[config.mk]
export PLATFORM = sky130hd
export DESIGN_NAME = seg7_scan
export DESIGN_NICKNAME = d
export VERILOG_FILES = /design/src/rtl/eggtimer_pkg.sv /design/src/rtl/bcd_to_seg7.sv /design/src/rtl/seg7_scan.sv
export SDC_FILE = /design/constraint.sdc
export NUM_CORES = 1
export LEC_CHECK = 0
export CAP_MARGIN = 5
export CORE_MARGIN = 8
export CORE_UTILIZATION = 45
export CTS_BUF_LIST = sky130_fd_sc_hd__clkbuf_8
export DETAILED_ROUTE_END_ITERATION = 16
export PLACE_DENSITY = 0.65
export SYNTH_ARGS = -nofsm -noshare
export SYNTH_HDL_FRONTEND = slang
export SYNTH_SLANG_ARGS = --single-unit
[constraint.sdc]
create_clock -name clk -period 4.2 [get_ports clk]
set_input_delay 1.26 -clock clk [delete_from_list [all_inputs] [get_ports clk]]
set_output_delay 1.26 -clock clk [all_outputs]
set_load 0.05 [all_outputs]
[src/rtl/eggtimer_pkg.sv]
// eggtimer_pkg: shared seven-segment cathode patterns and digit positions
// for the egg-timer display path.
package eggtimer_pkg;

  // Cathode patterns, bit order {g,f,e,d,c,b,a}, active-low (0 = segment lit).
  localparam logic [6:0] SEG_0     = 7'h40;
  localparam logic [6:0] SEG_1     = 7'h79;
  localparam logic [6:0] SEG_2     = 7'h24;
  localparam logic [6:0] SEG_3     = 7'h30;
  localparam logic [6:0] SEG_4     = 7'h19;
  localparam logic [6:0] SEG_5     = 7'h12;
  localparam logic [6:0] SEG_6     = 7'h02;
  localparam logic [6:0] SEG_7     = 7'h78;
  localparam logic [6:0] SEG_8     = 7'h00;
  localparam logic [6:0] SEG_9     = 7'h10;
  localparam logic [6:0] SEG_DASH  = 7'h3F;
  localparam logic [6:0] SEG_BLANK = 7'h7F;

  // Scan positions; anode bit n belongs to position n.
  localparam logic [1:0] DIGIT_SEC  = 2'd0;
  localparam logic [1:0] DIGIT_TSEC = 2'd1;
  localparam logic [1:0] DIGIT_MIN  = 2'd2;
  localparam logic [1:0] DIGIT_TMIN = 2'd3;

  localparam logic [3:0] ANODE_OFF = 4'b1111;

  // Active-low one-cold anode enable for a scan position.
  function automatic logic [3:0] anode_for(input logic [1:0] idx);
    anode_for = ~(4'b0001 << idx);
  endfunction

endpackage

[src/rtl/bcd_to_seg7.sv]
// bcd_to_seg7: combinational BCD digit to active-low 7-segment cathode pattern.
// Non-decimal codes show a dash so a bad upstream value is visible, not hidden.
module bcd_to_seg7
  import eggtimer_pkg::*;
(
  input  logic [3:0] bcd_i,
  input  logic       blank_i,
  output logic [6:0] seg_o
);

  // Select the segment pattern, forcing all segments dark when blanked.
  always_comb begin
    seg_o = SEG_BLANK;
    if (blank_i) begin
      seg_o = SEG_BLANK;
    end else begin
      case (bcd_i)
        4'd0:    seg_o = SEG_0;
        4'd1:    seg_o = SEG_1;
        4'd2:    seg_o = SEG_2;
        4'd3:    seg_o = SEG_3;
        4'd4:    seg_o = SEG_4;
        4'd5:    seg_o = SEG_5;
        4'd6:    seg_o = SEG_6;
        4'd7:    seg_o = SEG_7;
        4'd8:    seg_o = SEG_8;
        4'd9:    seg_o = SEG_9;
        default: seg_o = SEG_DASH;
      endcase
    end
  end

endmodule

[src/rtl/seg7_scan.sv]
// seg7_scan: time-multiplexed driver for a 4-digit common-anode display.
// Scans one digit per REFRESH_COUNT clocks, blanks the anodes for the first
// clock of every digit slot (anti-ghosting), latches all inputs once per
// frame so a frame is always self-consistent, and blinks while alarm is set.
module seg7_scan
  import eggtimer_pkg::*;
#(
  parameter int REFRESH_COUNT = 100000,
  parameter int CTR_WIDTH     = 17,
  parameter int BLINK_FRAMES  = 125,
  parameter int BLINK_WIDTH   = 7
) (
  input  logic       clk,
  input  logic       reset,
  input  logic [3:0] seconds,
  input  logic [3:0] tens_seconds,
  input  logic [3:0] minutes,
  input  logic [3:0] tens_minutes,
  input  logic       blank_leading,
  input  logic       colon_en,
  input  logic       alarm,
  output logic [3:0] anode,
  output logic [6:0] cathode,
  output logic       dp
);

  localparam logic [CTR_WIDTH-1:0]   CTR_LAST   = CTR_WIDTH'(REFRESH_COUNT - 1);
  localparam logic [BLINK_WIDTH-1:0] BLINK_LAST = BLINK_WIDTH'(BLINK_FRAMES - 1);

  logic [CTR_WIDTH-1:0]   ctr_q, ctr_d;
  logic [1:0]             idx_q, idx_d;
  logic [BLINK_WIDTH-1:0] blink_q, blink_d;
  logic                   phase_on_q, phase_on_d;
  logic [3:0]             snap_sec_q, snap_sec_d, snap_tsec_q, snap_tsec_d;
  logic [3:0]             snap_min_q, snap_min_d, snap_tmin_q, snap_tmin_d;
  logic                   snap_blank_q, snap_blank_d, snap_colon_q, snap_colon_d;
  logic                   snap_alarm_q, snap_alarm_d;
  logic [3:0]             anode_q, anode_d;
  logic [6:0]             cathode_q, cathode_d;
  logic                   dp_q, dp_d;

  logic                   frame_end_s;
  logic [3:0]             digit_s;
  logic                   blank_s;
  logic                   dark_s;
  logic [6:0]             seg_s;

  // Refresh/scan counters, per-frame input snapshot and blink phase.
  always_comb begin
    ctr_d        = ctr_q;
    idx_d        = idx_q;
    blink_d      = blink_q;
    phase_on_d   = phase_on_q;
    snap_sec_d   = snap_sec_q;
    snap_tsec_d  = snap_tsec_q;
    snap_min_d   = snap_min_q;
    snap_tmin_d  = snap_tmin_q;
    snap_blank_d = snap_blank_q;
    snap_colon_d = snap_colon_q;
    snap_alarm_d = snap_alarm_q;
    frame_end_s  = (ctr_q == CTR_LAST) && (idx_q == DIGIT_TMIN);
    if (ctr_q == CTR_LAST) begin
      ctr_d = '0;
      idx_d = idx_q + 2'd1;
    end else begin
      ctr_d = ctr_q + CTR_WIDTH'(1);
    end
    if (frame_end_s) begin
      snap_sec_d   = seconds;
      snap_tsec_d  = tens_seconds;
      snap_min_d   = minutes;
      snap_tmin_d  = tens_minutes;
      snap_blank_d = blank_leading;
      snap_colon_d = colon_en;
      snap_alarm_d = alarm;
      // Blink only counts across frames where alarm stays set, so every new
      // alarm starts with a full visible half-period.
      if (snap_alarm_q && alarm) begin
        if (blink_q == BLINK_LAST) begin
          blink_d    = '0;
          phase_on_d = ~phase_on_q;
        end else begin
          blink_d    = blink_q + BLINK_WIDTH'(1);
        end
      end else begin
        blink_d    = '0;
        phase_on_d = 1'b1;
      end
    end else begin
      blink_d = blink_q;
    end
  end

  // Digit select and leading-zero blanking, evaluated on next-state values
  // so the registered outputs line up with the counters.
  always_comb begin
    digit_s = snap_sec_d;
    blank_s = 1'b0;
    case (idx_d)
      DIGIT_SEC:  digit_s = snap_sec_d;
      DIGIT_TSEC: digit_s = snap_tsec_d;
      DIGIT_MIN:  digit_s = snap_min_d;
      DIGIT_TMIN: digit_s = snap_tmin_d;
      default:    digit_s = snap_sec_d;
    endcase
    if (snap_blank_d) begin
      case (idx_d)
        DIGIT_TMIN: blank_s = (snap_tmin_d == 4'd0);
        DIGIT_MIN:  blank_s = (snap_tmin_d == 4'd0) && (snap_min_d == 4'd0);
        DIGIT_TSEC: blank_s = (snap_tmin_d == 4'd0) && (snap_min_d == 4'd0)
                              && (snap_tsec_d == 4'd0);
        default:    blank_s = 1'b0;
      endcase
    end else begin
      blank_s = 1'b0;
    end
  end

  bcd_to_seg7 u_dec (
    .bcd_i   (digit_s),
    .blank_i (blank_s),
    .seg_o   (seg_s)
  );

  // Output pattern: dark blink phase, anti-ghost slot, then normal digit.
  always_comb begin
    dark_s    = snap_alarm_d && !phase_on_d;
    anode_d   = ANODE_OFF;
    cathode_d = SEG_BLANK;
    dp_d      = 1'b1;
    if (dark_s) begin
      anode_d   = ANODE_OFF;
      cathode_d = SEG_BLANK;
      dp_d      = 1'b1;
    end else begin
      anode_d   = (ctr_d == '0) ? ANODE_OFF : anode_for(idx_d);
      cathode_d = seg_s;
      dp_d      = !((idx_d == DIGIT_TSEC) && snap_colon_d);
    end
  end

  // State registers. The blanking snapshot comes out of reset set, so an
  // all-zero snapshot shows "   0" rather than "0000" in the first frame.
  always_ff @(posedge clk or negedge reset) begin
    if (!reset) begin
      ctr_q        <= '0;
      idx_q        <= 2'd0;
      blink_q      <= '0;
      phase_on_q   <= 1'b1;
      snap_sec_q   <= 4'd0;
      snap_tsec_q  <= 4'd0;
      snap_min_q   <= 4'd0;
      snap_tmin_q  <= 4'd0;
      snap_blank_q <= 1'b1;
      snap_colon_q <= 1'b0;
      snap_alarm_q <= 1'b0;
    end else begin
      ctr_q        <= ctr_d;
      idx_q        <= idx_d;
      blink_q      <= blink_d;
      phase_on_q   <= phase_on_d;
      snap_sec_q   <= snap_sec_d;
      snap_tsec_q  <= snap_tsec_d;
      snap_min_q   <= snap_min_d;
      snap_tmin_q  <= snap_tmin_d;
      snap_blank_q <= snap_blank_d;
      snap_colon_q <= snap_colon_d;
      snap_alarm_q <= snap_alarm_d;
    end
  end

  // Output registers, all dark in reset.
  always_ff @(posedge clk or negedge reset) begin
    if (!reset) begin
      anode_q   <= ANODE_OFF;
      cathode_q <= SEG_BLANK;
      dp_q      <= 1'b1;
    end else begin
      anode_q   <= anode_d;
      cathode_q <= cathode_d;
      dp_q      <= dp_d;
    end
  end

  assign anode   = anode_q;
  assign cathode = cathode_q;
  assign dp      = dp_q;

endmodule

[Word-level counts from Yosys, hierarchy flattened]
Memories as Yosys holds them, arrays and structs flattened.
Index checks and enable logic that the tools add are counted.
W data, S select, Z words.
Word-level totals
  bits in registers: 58
  latch bits: 0
  bits in writable memories: 0
  bits in read-only memories: 112
  input bits: 21
  output and inout bits: 12
  memories: 1
Memory list
  (name not given): words 16, bits a word 7, rd ports 1, clocked after Yosys merged registers in 0, write ports 0, RTL line bcd_to_seg7.sv:17  | case (bcd_i)
Cells by class
  $add $sub $neg: 3
  multipliers: 0
  div/mod/pow operators: 0
  order comparisons: 0
  eq/ne operators: 6
  shift operators: 1
  muxes and demuxes: 22
  bitwise logic cells: 2
  reduce and logical (&&, ||, !) cells: 13
Operators with widths (count)
  $mux W7: 4
  $mux W4: 6
  $add A17 B1 Y17 const B: 1
  $eq A17 B17 Y1 const B: 1
  $logic_not A17 Y1: 1
  $mux W17: 1
  $pmux W4 S4: 1
  $logic_not A4 Y1: 3
  $mux W1: 8
  $add A7 B1 Y7 const B: 1
  $eq A7 B7 Y1 const B: 1
  $eq A2 B2 Y1 const B: 3
  $logic_and A1 B1 Y1: 6
  $not A4 Y4: 1
  $shl A1 B2 Y4 const A: 1
  $pmux W1 S3: 1
  $add A2 B1 Y2 const B: 1
  $eq A2 B1 Y1 const B: 1
  $logic_not A1 Y1: 2
  $logic_not A2 Y1: 1
  $mux W2: 1
  $not A1 Y1: 1

[Longest topological paths before layout]
  depth after elaboration: 10
  gate-level depth with buffers: 13
  gate-level depth less buffers: 12

[Hierarchy]
A second synthesis with hierarchy kept.
Unflattened totals
  cell total of the unflattened synthesis: 317
  area total of the unflattened synthesis: 3239.4 um^2
By module, submodules not included
  seg7_scan: times used 1, cells each 282, area an instance 3004.1 um^2, seq. area each 1468.9 um^2
  bcd_to_seg7: times used 1, cells each 35, area an instance 235.2 um^2, seq. area each 0.0 um^2

[Worst setup path before layout]
OpenSTA, ideal clock, no wires.
  path type: reg2reg
  start: register ctr_q[11]
  end: register cathode_q[5] (netlist: cathode[5])
  library setup time: 0.075 ns
  data arrival time: 3.084 ns
  required time: 4.125 ns
  setup slack: 1.041 ns
  cell stages (with the launch flop): 10
  path buffers: 1
  cell sequence: dfrtp_1 > or4b_4 > or4_1 > mux2i_1 > buf_6 > mux2i_1 > inv_1 > ha_1 > mux2_4 > o211ai_2
On the way
  word-level cells in the longest chain between the ends: 10
  elaborated cells between the ends (all ways): 27
RTL lines
  start, declared: RTL line seg7_scan.sv:30  | logic [CTR_WIDTH-1:0] ctr_q, ctr_d;
  start signal, assigned: RTL line seg7_scan.sv:158  | ctr_q <= ctr_d;
  $eq A17 B17 Y1 (*): RTL line seg7_scan.sv:61, seg7_scan.sv:62
  branches (longest 8 deep; another with $mem_v2 Z16 W7)
  $mux W7 (*): RTL line seg7_scan.sv:131  | if (dark_s) begin
  named net cathode_d[5]: RTL line seg7_scan.sv:39  | logic [6:0] cathode_q, cathode_d;
  end signal, assigned: RTL line seg7_scan.sv:180  | cathode_q <= cathode_d;
  end, declared: RTL line seg7_scan.sv:39
Mark *: on every way through the listed nets, which the timed path passes.
A chain may end at the register's enable or synchronous reset.

[Worst setup path after layout]
Same ends and word-level chain as after synthesis.

==> out/results.txt <==
The run finished with clean final reports. The die width is 98.3 microns. The final estimated routing congestion in global placement is 0.863. The tools report the global routing met2 resource utilization as 21.7%.

Summed over all layers, the global routing overflow is 0. The number of setup buffers added after CTS is 0. CTS placed an instance of clkbuf_8 at the clock tree root. Classification of the worst-slack hold path: reg2reg.

The growth of design area from synthesis to finish was 20.0%. For the area of the core, the log shows 6680 sq um. Clock latency on the worst-skew pair, taken at its later pin, is 0.32 ns. Setup repair after global routing left no endpoint under its margin. After clock tree synthesis, the clock-pin slew on the worst setup and hold paths is 0.07 ns.

The upper clock frequency limit was 274 MHz. The worst-margin pin slew is 1.06 ns. The logs give 368 for the post-layout net count and 3050 sq um for the combined area of all synthesized cells. The met3 global-route usage is 3.20%, and the count of antenna-violating nets left after detailed routing is 0.

The static leakage is 0.00153 uW, and the least setup slack across all paths after layout is 0.555 ns. The logs give 0 for the number of setup violations in the final report and 45.6% for the initial standard-cell utilization of the core. The synthesized design contains 0 enable-type register cells.

Among all flip-flop cells after synthesis, the most frequent one is dfrtp_1. The number of nets handed over by synthesis was 329. The accumulated negative setup slack was 0 ns. For the number of DRC markers after the initial detailed-route iteration, the log shows 101. The tools report the depth of the CTS H-tree as 3. The tools report the via count as 2377.

The biggest area consumer among synthesized cells was dfrtp_1. The run gives 0 as the final-report max-slew violation count. Entering global routing, the biggest net connects 48 pins. The tools report the number of clock buffers inserted by TritonCTS as 9. The share of the clock period used by the worst path after layout was 86.8%; the max capacitance violation total was 0. The average vias per placed instance was 5.62; the worst-path maximum fanout was 11. Counting flops and latches in the post-synthesis netlist gives 58. Synthesis produced a netlist whose cell count is 299. The routed design has 6920 microns of wire. The largest clock skew in the final design is 0.00980 ns.

The final worst hold slack was 0.462 ns. Measured against its own limit, the worst slew margin works out to 29.5%. For this run, asynchronously set or reset flops after synthesis account for 100%. At the worst endpoint, the arrival time is 3.90 ns. In this run the mean area of a mapped cell was 10.2 sq um.

The share of Yosys cell area claimed by the top area cell type works out to 36.2%. 33 I/O pins were placed. TritonCTS built the clock tree. The run gives 15.0% as the overall global routing resource usage. For the deepest clock path buffer count, the log shows 2. After synthesis, the cell types taking the most area are dfrtp_1, dfstp_2, nand3_1. Before CTS, the worst setup slack after placement is 0.601 ns.

The critical path in this run is classified as reg2reg. For this run, global-route usage on met1 was measured as 21.1%. The die covers 9660 sq um.

met2 is the most crowded layer. Data on the critical path is required at its endpoint by 4.46 ns. The smallest clock period supported by the final layout is computed as 3.65 ns. The worst setup path is launched from a register.

By count the netlist is led by dfrtp_1, nand2_1, nand3_1. Total power for the finished layout comes to 1140 uW. Detailed placement ended at an HPWL of 5060 microns.

The run gives 52 as the number of distinct library cell variants in the gate-level netlist after synthesis. The power density over cell area is 311 nW/um^2, and the count of buffers from port buffering is 32. The clock net in this run drives a total of 58 sinks. The number of global-route vias before repair came out at 2417.

Buffers inserted to repair hold after CTS numbered 0. Before antenna repair, the detailed router went through 4 iterations. Final count of hold timing violations: 0. Endpoint class of the critical path: a register. The Yosys step of the flow raised 0 warnings. The sequential area share after synthesis was 48.2%; the global-route wire length before repair was 11700 microns. Row generation in the floorplan step produced 30 rows. The initial antenna violation count was 0; the number of DRC violations after detailed routing was 0.

In this run the vertical extent of the chip is 98.3 microns. dfrtp_1 is the most common cell in the netlist. The largest vdd supply drop is 216 uV, and the post-cts resize count is 0. The run gives 0 as the number of inserted diodes. The average wire per cell in the routed design works out to 16.4 microns.

Proportion of layout cells with a drive suffix above 1: 16.9%.
## where the power goes
group	internal (uW)	switching [uW]
Combinational	25.9	25.9
Clock	303	217
Sequential	562	1.63
## layout make-up
type | count | area [sq um]
tap | 80 | 100
sequential | 58 | 1470
clock inverter | 5 | 52.6
fill | 614 | 3030
inverter | 13 | 48.8
multi-input combinational | 218 | 1470
clock buffer | 11 | 151
timing repair buffer | 38 | 360
## cells in the final DEF (no fill, tap or decap), types with 4 or more instances in the layout
cell type	synthesis	routed
dfrtp_1	44	44
nand2_1	34	34
clkdlybuf4s50_1	0	31
nand3_1	27	27
nand4_1	19	19
o21ai_0	19	19
dfstp_2	14	14
inv_1	11	11
xnor2_1	11	11
clkbuf_8	0	11
nor2_1	10	10
ha_1	9	9
mux2_2	7	7
xor2_1	7	7
nor4_1	7	7
mux2i_1	6	6
o211ai_1	6	6
buf_4	0	6
and3_1	5	5
o31ai_1	4	4
## per-stage QoR
step | cell area (sq um) | cells | utilization [%]
CTS | 3650 | 423 | 54.7
detailed placement | 3450 | 407 | 51.6
global route | 3650 | 423 | 54.7
floorplan | 3050 | 299 | -
global placement | 3450 | 407 | 51.6
finish | 3650 | 423 | 54.7
## critical path, stage by stage (launching register included)
cell	delay (ns)
dfrtp_1	0.43
or4b_4	0.60
or4_1	0.69
mux2i_1	0.32
buf_4	0.25
mux2i_1	0.47
inv_1	0.16
ha_1	0.25
mux2_4	0.27
o211ai_2	0.13
## registers in the layout, indices dropped and copies added (netlist names), 2 cells and up
name / cells
snap_sec_q: 4
snap_tmin_q: 4
blink_q: 7
idx_q: 2
ctr_q: 17
cathode: 7
anode: 4
snap_min_q: 4
snap_tsec_q: 4
## routing by layer
layer	share of wire, %	wire length, microns
met1	49	3400
met2	45	3130
met3	4.3	300
met4	1.3	93
met5	0	0
## cells by family (layout without fill, tap and decap cells)
kind of cell | Yosys count | after routing | share of synthesized area, %
flip-flops | 58 | 58 | 48.2
AND/OR/NAND/NOR | 129 | 129 | 23.8
AO/OA/AOI/OAI | 47 | 47 | 10.1
adder cells (fa/ha/maj) | 9 | 9 | 3.70
multiplexers | 15 | 15 | 5.55
buffers and inverters | 23 | 67 | 3.41
XOR/XNOR | 18 | 18 | 5.18
## final timing paths
check | end | slack [ns] | cells after the start | startpoint
max | cathode[5] | 0.55 | 9 | ctr_q[11]
min | snap_blank_q | 0.46 | 2 | snap_blank_q
max reg2reg | cathode[5] | 0.55 | 9 | ctr_q[11]
min reg2reg | snap_blank_q | 0.46 | 2 | snap_blank_q
max in group asynchronous | dp | 2.28 | 2 | reset
min in group asynchronous | ctr_q[12] | 1.13 | 1 | reset
Power figures use the tool's default switching activity.
